`config.mk`:
```
export PLATFORM = sky130hd
export DESIGN_NAME = mesh_term_rr_arbiter
export DESIGN_NICKNAME = d
export VERILOG_FILES = /design/src/rtl/mesh_term_rr_arbiter.sv
export SDC_FILE = /design/constraint.sdc
export NUM_CORES = 1
export LEC_CHECK = 0
export CORE_ASPECT_RATIO = 1.1
export CORE_UTILIZATION = 39
export CTS_CLUSTER_DIAMETER = 40
export DETAILED_ROUTE_END_ITERATION = 16
export GPL_TIMING_DRIVEN = 0
export PLACE_DENSITY = 0.95
export RECOVER_POWER = 25
export SYNTH_ARGS = -nofsm -noshare
export SYNTH_HDL_FRONTEND = slang
export SYNTH_SLANG_ARGS = --single-unit
```
`constraint.sdc`:
```
create_clock -name clk -period 6.2 [get_ports clk]
set_clock_uncertainty 0.1 [all_clocks]
set_input_delay 1.55 -clock clk [delete_from_list [all_inputs] [get_ports clk]]
set_output_delay 1.55 -clock clk [all_outputs]
set_load 0.02 [all_outputs]
```
`src/rtl/mesh_term_rr_arbiter.sv`:
```
// Round-robin arbiter feeding one mesh terminal injection port from N_REQ local sources.
// Optional per-source grant statistics are enabled by defining MESH_ARB_GRANT_STATS_EN.
module mesh_term_rr_arbiter #(
  parameter int N_REQ   = 4,
  parameter int pckg_sz = 32
`ifdef MESH_ARB_GRANT_STATS_EN
  , parameter int CNT_W = 16
`endif
  , localparam int IDX_W = (N_REQ > 1) ? $clog2(N_REQ) : 1
) (
  input  logic                       clk,
  input  logic                       reset,
  input  logic [N_REQ-1:0]           pndng_req,
  input  logic [N_REQ*pckg_sz-1:0]   data_req,
  output logic [N_REQ-1:0]           pop_req,
  output logic                       pndng_o,
  output logic [pckg_sz-1:0]         data_o,
  input  logic                       pop_i,
  output logic [IDX_W-1:0]           gnt_idx_o,
  output logic                       protocol_err
`ifdef MESH_ARB_GRANT_STATS_EN
  , output logic [N_REQ*CNT_W-1:0]   grant_cnt,
  output logic [CNT_W-1:0]           max_wait
`endif
);

  localparam logic ST_IDLE = 1'b0;
  localparam logic ST_SEND = 1'b1;

  logic               state_r;
  logic [IDX_W-1:0]   rr_ptr_r;
  logic [IDX_W-1:0]   winner_s;
  logic [IDX_W-1:0]   scan_idx_s;
  logic               found_s;
  logic               load_en_s;
  logic [pckg_sz-1:0] sel_data_s;

  // Scan sources starting just after the last winner, wrapping around.
  always_comb begin
    found_s    = 1'b0;
    winner_s   = '0;
    scan_idx_s = '0;
    for (int k = 0; k < N_REQ; k++) begin
      scan_idx_s = IDX_W'((int'(rr_ptr_r) + 1 + k) % N_REQ);
      if (!found_s && pndng_req[scan_idx_s]) begin
        found_s  = 1'b1;
        winner_s = scan_idx_s;
      end else begin
        found_s  = found_s;
      end
    end
  end

  // A new packet may be loaded when the holding register is empty or being drained this cycle.
  always_comb begin
    load_en_s  = 1'b0;
    sel_data_s = data_req[winner_s*pckg_sz +: pckg_sz];
    if (found_s && ((state_r == ST_IDLE) || pop_i)) begin
      load_en_s = 1'b1;
    end else begin
      load_en_s = 1'b0;
    end
  end

  // Combinational pop toward the winning source, suppressed while reset is held.
  always_comb begin
    pop_req = '0;
    if (reset && load_en_s) begin
      pop_req[winner_s] = 1'b1;
    end else begin
      pop_req = '0;
    end
  end

  // Sequencer: holding register, pending flag and round-robin pointer.
  always_ff @(posedge clk or negedge reset) begin
    if (!reset) begin
      state_r   <= ST_IDLE;
      rr_ptr_r  <= IDX_W'(N_REQ - 1);
      pndng_o   <= 1'b0;
      data_o    <= '0;
      gnt_idx_o <= '0;
    end else begin
      case (state_r)
        ST_IDLE: begin
          if (load_en_s) begin
            state_r   <= ST_SEND;
            rr_ptr_r  <= winner_s;
            pndng_o   <= 1'b1;
            data_o    <= sel_data_s;
            gnt_idx_o <= winner_s;
          end
        end
        ST_SEND: begin
          if (load_en_s) begin
            rr_ptr_r  <= winner_s;
            data_o    <= sel_data_s;
            gnt_idx_o <= winner_s;
          end else if (pop_i) begin
            state_r <= ST_IDLE;
            pndng_o <= 1'b0;
          end
        end
        default: begin
          state_r <= ST_IDLE;
          pndng_o <= 1'b0;
        end
      endcase
    end
  end

  // Sticky flag for a router pop with nothing pending.
  always_ff @(posedge clk or negedge reset) begin
    if (!reset) begin
      protocol_err <= 1'b0;
    end else if (pop_i && !pndng_o) begin
      protocol_err <= 1'b1;
    end
  end

`ifdef MESH_ARB_GRANT_STATS_EN
  logic [N_REQ-1:0][CNT_W-1:0] grant_cnt_r;
  logic [N_REQ-1:0][CNT_W-1:0] wait_cnt_r;
  logic [CNT_W-1:0]            max_wait_r;
  logic [CNT_W-1:0]            wait_peak_s;

  function automatic logic [CNT_W-1:0] sat_inc(input logic [CNT_W-1:0] v);
    return (&v) ? v : v + CNT_W'(1);
  endfunction

  // Per-source grant and current-wait counters, both saturating.
  always_ff @(posedge clk or negedge reset) begin
    if (!reset) begin
      grant_cnt_r <= '0;
      wait_cnt_r  <= '0;
    end else begin
      for (int i = 0; i < N_REQ; i++) begin
        if (pop_req[i]) begin
          grant_cnt_r[i] <= sat_inc(grant_cnt_r[i]);
        end
        if (pndng_req[i] && !pop_req[i]) begin
          wait_cnt_r[i] <= sat_inc(wait_cnt_r[i]);
        end else begin
          wait_cnt_r[i] <= '0;
        end
      end
    end
  end

  // Largest current wait across all sources.
  always_comb begin
    wait_peak_s = '0;
    for (int i = 0; i < N_REQ; i++) begin
      if (wait_cnt_r[i] > wait_peak_s) begin
        wait_peak_s = wait_cnt_r[i];
      end else begin
        wait_peak_s = wait_peak_s;
      end
    end
  end

  // High-water mark of the wait counters.
  always_ff @(posedge clk or negedge reset) begin
    if (!reset) begin
      max_wait_r <= '0;
    end else if (wait_peak_s > max_wait_r) begin
      max_wait_r <= wait_peak_s;
    end
  end

  assign grant_cnt = grant_cnt_r;
  assign max_wait  = max_wait_r;
`endif

endmodule

```
==> results of run 1 <==
-- worst min-delay path by stage --
| stage | start | endpoint | slack (ns) | cells after the start |
|---|---|---|---|---|
| after global placement | protocol_err | protocol_err | 0.36 | 1 |
| after CTS | gnt_idx_o[1] | gnt_idx_o[1] | 0.39 | 2 |
| after floorplan | state_r | pndng_o | 0.36 | 1 |
| final | protocol_err | protocol_err | 0.38 | 1 |
| after global routing | protocol_err | protocol_err | 0.41 | 1 |
| after detailed placement | protocol_err | protocol_err | 0.37 | 1 |
-- registers in the layout, indices dropped and copies added, names as in the netlist --
register	cells
state_r	1
pndng_o	1
data_o	32
rr_ptr_r	2
gnt_idx_o	2
protocol_err	1
-- power by group --
part	switching, W	total (W)	internal, W
Sequential	0.0000485	0.000366	0.000318
Clock	0.0000928	0.000195	0.000102
Combinational	0.000311	0.000623	0.000312
-- per-stage QoR --
step | std cells | cell area, sq um | total power, W | hold slack, ns | worst slack [ns]
floorplan | 278 | 2650 | 0.000689 | 0.359 | 2.01
global placement | 534 | 4490 | 0.000967 | 0.362 | 0.195
detailed placement | 535 | 4520 | 0.000989 | 0.370 | 0.579
CTS | 543 | 4620 | 0.00118 | 0.389 | 0.578
global route | 543 | 4590 | 0.00124 | 0.413 | 0.406
finish | 543 | 4590 | 0.00118 | 0.383 | 0.539
-- critical path, cell delays in order --
cell,delay [ns]
clkdlybuf4s50_1,0.62
or2_2,0.21
nor3_2,0.05
a21oi_2,0.36
clkbuf_1,0.38
and3_1,0.21
clkdlybuf4s50_1,0.61
-- routing by layer --
metal	part of all wire, %	vias to the layer above	wire length (um)
li1	-	1440	-
met1	38	1513	3840
met2	53	142	5380
met3	6.6	26	673
met4	2.9	0	295
met5	0	-	0
-- placed cells by master, fill, tap and decap left out, drive strengths merged --
cell type,Yosys,routed
clkdlybuf4s50,0,173
nor2,44,44
o21ai,38,38
dfrtp,37,37
mux2i,32,32
o22ai,32,32
a221oi,32,32
clkbuf,8,18
buf,17,17
nand2,7,7
inv,4,4
and3,4,4
a21oi,4,4
nand2b,3,3
a22o,2,2
dfstp,2,2
nor3,2,2
o211a,1,1
or2,1,1
and2b,1,1
o311a,1,1
nor2b,1,1
a211oi,1,1
a211o,1,1
o221ai,1,1
o221a,1,1
o21bai,1,1
-- cells by family after synthesis --
| group | after synthesis |
|---|---|
| AO/OA/AOI/OAI | 115 |
| multiplexers | 32 |
| buffers and inverters | 29 |
| AND/OR/NAND/NOR | 63 |
| flip-flops | 39 |
-- cell type report --
class / count / area share, %
multi-input combinational: 210 / 32.7
inverter: 4 / 0.327
timing repair buffer: 175 / 37.9
sequential: 39 / 21.3
buffer: 25 / 3.41
tap: 82 / 2.23
clock buffer: 8 / 2.18
==> qor.txt, run 1 <==
H-tree levels - 2
multi-input combinational cell area - 1500 sq um
later-pin clock latency in the skew report - 0.29 ns
Post-Syn Nets - 413
final period utilization - 91.3%
remaining routing DRC violations - 0
gpl congestion - 0.851
final core utilization - 70.0%
post-synthesis compound-gate area fraction - 34.2%
WP data required - 4.55 ns
CTS sink cnt - 39
grt peak-use layer - met2
Post-synth ARST share - 100%
Startpoint Class - input pin
first-pass GRT wire length - 15.6 mm
min Tclk post-route - 5.66 ns
adder-cell share of the synthesized area - 0%
Inserted Clock Buffers - 5
pwr dens - 258 nW/um^2
nets - 595
Main synth FF type - dfrtp_1
top cells by area, synth - dfrtp_1, mux2i_1, a221oi_2
Final setup viols - 0
Worst setup EP type - output pin
min-delay worst type - flip-flop to flip-flop
Avg Inst Size Synth - 9.53 sq um
Simple-Gate Fraction of Synth Area - 10.3%
Filler Cell Count - 520
1st-iter DRT viols - 214
Max Buffers Root-to-Sink - 2
initial core utilization - 40.4%
Die Area - 7130 sq um
gr ovfl total - 0
multiplexer area fraction after synthesis - 12.1%
Yosys reg bits - 39
WL/cell - 18.8 um
I/O Pins - 175
I/O Buffers - 174
Leak Pwr - 1.83 nW
largest family of logic cells by synthesized area - compound AO/OA/AOI/OAI gates
CTS Hold Bufs - 0
post-CTS resize count - 0
clock root buffer - clkbuf_8
routed via count - 3121
flop-to-flop setup slack - 4.00 ns
row count - 31
GRT Overall Usage - 29.1%
GR Layer Usage met2 - 52.7%
CORE AREA - 6560 sq um
Slew HR - 13.7%
status - finished clean
Commonest cells post-synth - nor2_1, o21ai_0, dfrtp_1, mux2i_1, o22ai_1
top-count cell post-synth - nor2_1
Die W - 80.6 um
P&R area growth vs syn - 73.3%
synthesized cell area - 2650 sq um
die height - 88.4 um
number of global-route vias before repair - 3226
mean number of vias per cell - 5.75
antenna cell count - 0
R2R depth - 6
Critical R2R Capture - data_o[10]
top cell type by total area after synthesis - dfrtp_1
Worst-Margin Slew - 1.29 ns
Post-Syn Instances - 278
ratio of cells with drive above 1 in the final layout - 10.4%
Netlist cell types - 33
number of iterations in the first detailed-routing pass - 5
Synth warnings - 0
CTS tree - yes
FF-to-FF Start - rr_ptr_r[1]
Synth Area in XOR/XNOR - 0%
CTS clk-pin slew, worst paths - 0.07 ns
Max Fanout on Critical Path - 10
Final Hold Fails - 0
Post-CTS Repair Setup Buffers - 0
final WL - 10.2 mm
Synth top area share - 35.0%
Worst Setup EP - pop_req[0]
largest net degree at the start of global routing - 24
crit path kind - input pin to output pin
max_cap viols - 0
FF/Latch Area - 978 sq um
register area share after synthesis - 36.9%
hpwl dp - 7.85 mm
initial antenna violation count - 0
met3 usage - 5.26%
Arrival @ worst endpoint - 4.01 ns
Antenna Violating Nets Remaining - 0
Post-synth EDFFs - 0
VDD IR max - 0.146 mV
fin. max-slew vios - 0
Setup TNS - 0 ns
worst setup path startpoint - pndng_req[3]
RSZ-0062 raised after global routing - false
maximum achievable frequency - 0.177 GHz
GR Util met1 - 33.8%
(Power assumes the default switching activity.)
==> run 2: changes to the inputs <==
--- a/config.mk
+++ b/config.mk
@@ -10,7 +10,7 @@
 export CTS_CLUSTER_DIAMETER = 40
 export DETAILED_ROUTE_END_ITERATION = 16
 export GPL_TIMING_DRIVEN = 0
-export PLACE_DENSITY = 0.95
+export PLACE_DENSITY = 0.84
 export RECOVER_POWER = 25
 export SYNTH_ARGS = -nofsm -noshare
 export SYNTH_HDL_FRONTEND = slang
==> constraint.sdc (replaced) <==
create_clock -name clk -period 7.25 [get_ports clk]
set_clock_uncertainty 0.1 [all_clocks]
set_input_delay 1.8125 -clock clk [delete_from_list [all_inputs] [get_ports clk]]
set_output_delay 1.8125 -clock clk [all_outputs]
set_load 0.02 [all_outputs]
==> run 2 against run 1 <==
Net effect:
- sequential power is 15% lower
- die area unchanged
- total power down 16%
- register-to-register slack improved by 1.1 ns
- critical path type unchanged
- critical endpoint unchanged
- largest power group unchanged
==> qor.txt, run 2 (same netlist as run 1, synthesis figures left out) <==
status - finished clean (unchanged)
WP data required - 5.34 ns (was 4.55 ns)
min Tclk post-route - 6.18 ns
Pint - 0.000616 W (was 0.000731 W)
Worst-Margin Slew - 0.998 ns (was 1.29 ns)
1st-iter DRT viols - 167 (was 214)
final period utilization - 85.3%
Inserted Clock Buffers - 5 (unchanged)
post-CTS resize count - 0 (unchanged)
Setup TNS - 0 ns (unchanged)
max reg flops - 32 (unchanged)
number of iterations in the first detailed-routing pass - 5 (unchanged)
sequential share of power - 31.3% (was 30.9%)
WL/cell - 18.3 um (was 18.8 um)
Die Area - 7130 sq um (unchanged)
Clk pwr share - 15.3% (was 16.4%)
Die W - 80.6 um (unchanged)
die height - 88.4 um (unchanged)
antenna cell count - 0 (unchanged)
most common cell after layout, fill and taps aside - clkdlybuf4s50_1 (unchanged)
later-pin clock latency in the skew report - 0.28 ns (was 0.29 ns)
gr ovfl total - 0 (unchanged)
initial antenna violation count - 0 (unchanged)
Sw Share - 38.1% (was 38.2%)
row count - 31 (unchanged)
Leak Pwr - 1.84 nW (was 1.83 nW)
Max Fanout on Critical Path - 10 (unchanged)
Arrival @ worst endpoint - 4.27 ns (was 4.01 ns)
fin. max-slew vios - 0 (unchanged)
max_cap viols - 0 (unchanged)
I/O Pins - 175 (unchanged)
CTS sink cnt - 39 (unchanged)
clock root buffer - clkbuf_8 (unchanged)
VDD IR max - 0.107 mV (was 0.146 mV)
Regs by FF count - data_o (32), gnt_idx_o (2), rr_ptr_r (2) (unchanged)
Max Buffers Root-to-Sink - 2 (unchanged)
crit path kind - input pin to output pin (unchanged)
CORE AREA - 6560 sq um (unchanged)
Final Non-Filler Cells - 543 (unchanged)
hpwl dp - 7.60 mm (was 7.85 mm)
I/O Buffers - 174 (unchanged)
initial core utilization - 40.4% (unchanged)
H-tree levels - 2 (unchanged)
number of global-route vias before repair - 3009 (was 3226)
remaining routing DRC violations - 0 (unchanged)
Worst setup EP type - output pin (unchanged)
gpl congestion - 0.853 (was 0.851)
Slew HR - 33.5% (was 13.7%)
maximum achievable frequency - 0.162 GHz
RSZ-0062 raised after global routing - false (unchanged)
P&R area growth vs syn - 73.6% (was 73.3%)
Startpoint Class - input pin (unchanged)
largest net degree at the start of global routing - 29 (was 24)
ratio of cells with drive above 1 in the final layout - 10.6% (was 10.4%)
dpl cells - 535 (unchanged)
most frequent cells in the layout - clkdlybuf4s50_1, nor2_1, o21ai_0, dfrtp_1 (unchanged)
CTS tree - yes (unchanged)
GRT Overall Usage - 28.0% (was 29.1%)
Final setup viols - 0 (unchanged)
most flop-heavy register - data_o (unchanged)
Antenna Violating Nets Remaining - 0 (unchanged)
nets - 595 (unchanged)
min-delay worst type - flip-flop to flip-flop (unchanged)
final WL - 9.96 mm (was 10.2 mm)
CTS clk-pin slew, worst paths - 0.07 ns (about the same)
first-pass GRT wire length - 15.0 mm (was 15.6 mm)
net switching power - 0.000379 W (was 0.000453 W)
pwr dens - 216 nW/um^2 (was 258 nW/um^2)
routed via count - 3116 (was 3121)
mean number of vias per cell - 5.74 (was 5.75)
Gate power share - 53.5% (was 52.6%)
Post-CTS Repair Setup Buffers - 0 (unchanged)
CTS Hold Bufs - 0 (unchanged)
Final Hold Fails - 0 (unchanged)
==> run 2: layout make-up <==
type                    instances  area (sq um)
inverters                       4          15.0
repair buffers                175          1760
well taps                      82           103
clock buffers                   7          86.3
multi-input cells             210          1500
plain buffers                  25           156
fillers                       520          1960
clock inverters                 1          5.00
flip-flops and latches         39           978
==> run 2: critical path, stage by stage <==
cell	delay, ns
clkdlybuf4s50_1	0.64
or2_2	0.21
nor3_2	0.05
a21oi_2	0.35
clkbuf_1	0.37
and3_1	0.23
clkdlybuf4s50_1	0.60
==> run 2: worst paths after layout <==
path	from	end	slack, ns	cells after the start
max in group asynchronous	reset	rr_ptr_r[0]	4.75	2
worst max register to register	rr_ptr_r[1]	data_o[2]	5.09	6
worst min-delay path	gnt_idx_o[1]	gnt_idx_o[1]	0.39	2
worst min register to register	gnt_idx_o[1]	gnt_idx_o[1]	0.39	2
min in group asynchronous	reset	data_o[6]	1.57	1
worst max-delay path	pndng_req[3]	pop_req[0]	1.07	7
==> run 2: metrics by stage <==
step	utilization (%)	power [W]	cell area [sq um]	hold WS, ns	setup WS, ns
3_5_place_dp	68.8	0.000844	4510	0.367	1.10
6_report	70.1	0.000995	4600	0.388	1.07
4_1_cts	70.2	0.000999	4600	0.386	1.08
2_1_floorplan	-	0.000589	2650	0.359	2.54
3_3_place_gp	68.5	0.000831	4490	0.364	0.702
5_1_grt	70.1	0.00105	4600	0.412	0.942
==> run 2: metal layers <==
| metal | GRT usage (%) | wire [um] | vias up |
|---|---|---|---|
| met2 | 48.5 | 5040 | 145 |
| met3 | 7.11 | 704 | 22 |
| met4 | 9.58 | 221 | 0 |
| met5 | 0 | 0 | - |
| met1 | 33.7 | 4000 | 1507 |
| li1 | - | - | 1442 |
==> run 2: power by group through the flow <==
stage	combinational (W)	sequential [W]	clock, W
3_5_place_dp	0.000530	0.000314	0
5_1_grt	0.000567	0.000317	0.000164
2_1_floorplan	0.000218	0.000372	0
3_3_place_gp	0.000520	0.000311	0
6_report	0.000532	0.000311	0.000152
4_1_cts	0.000533	0.000311	0.000156
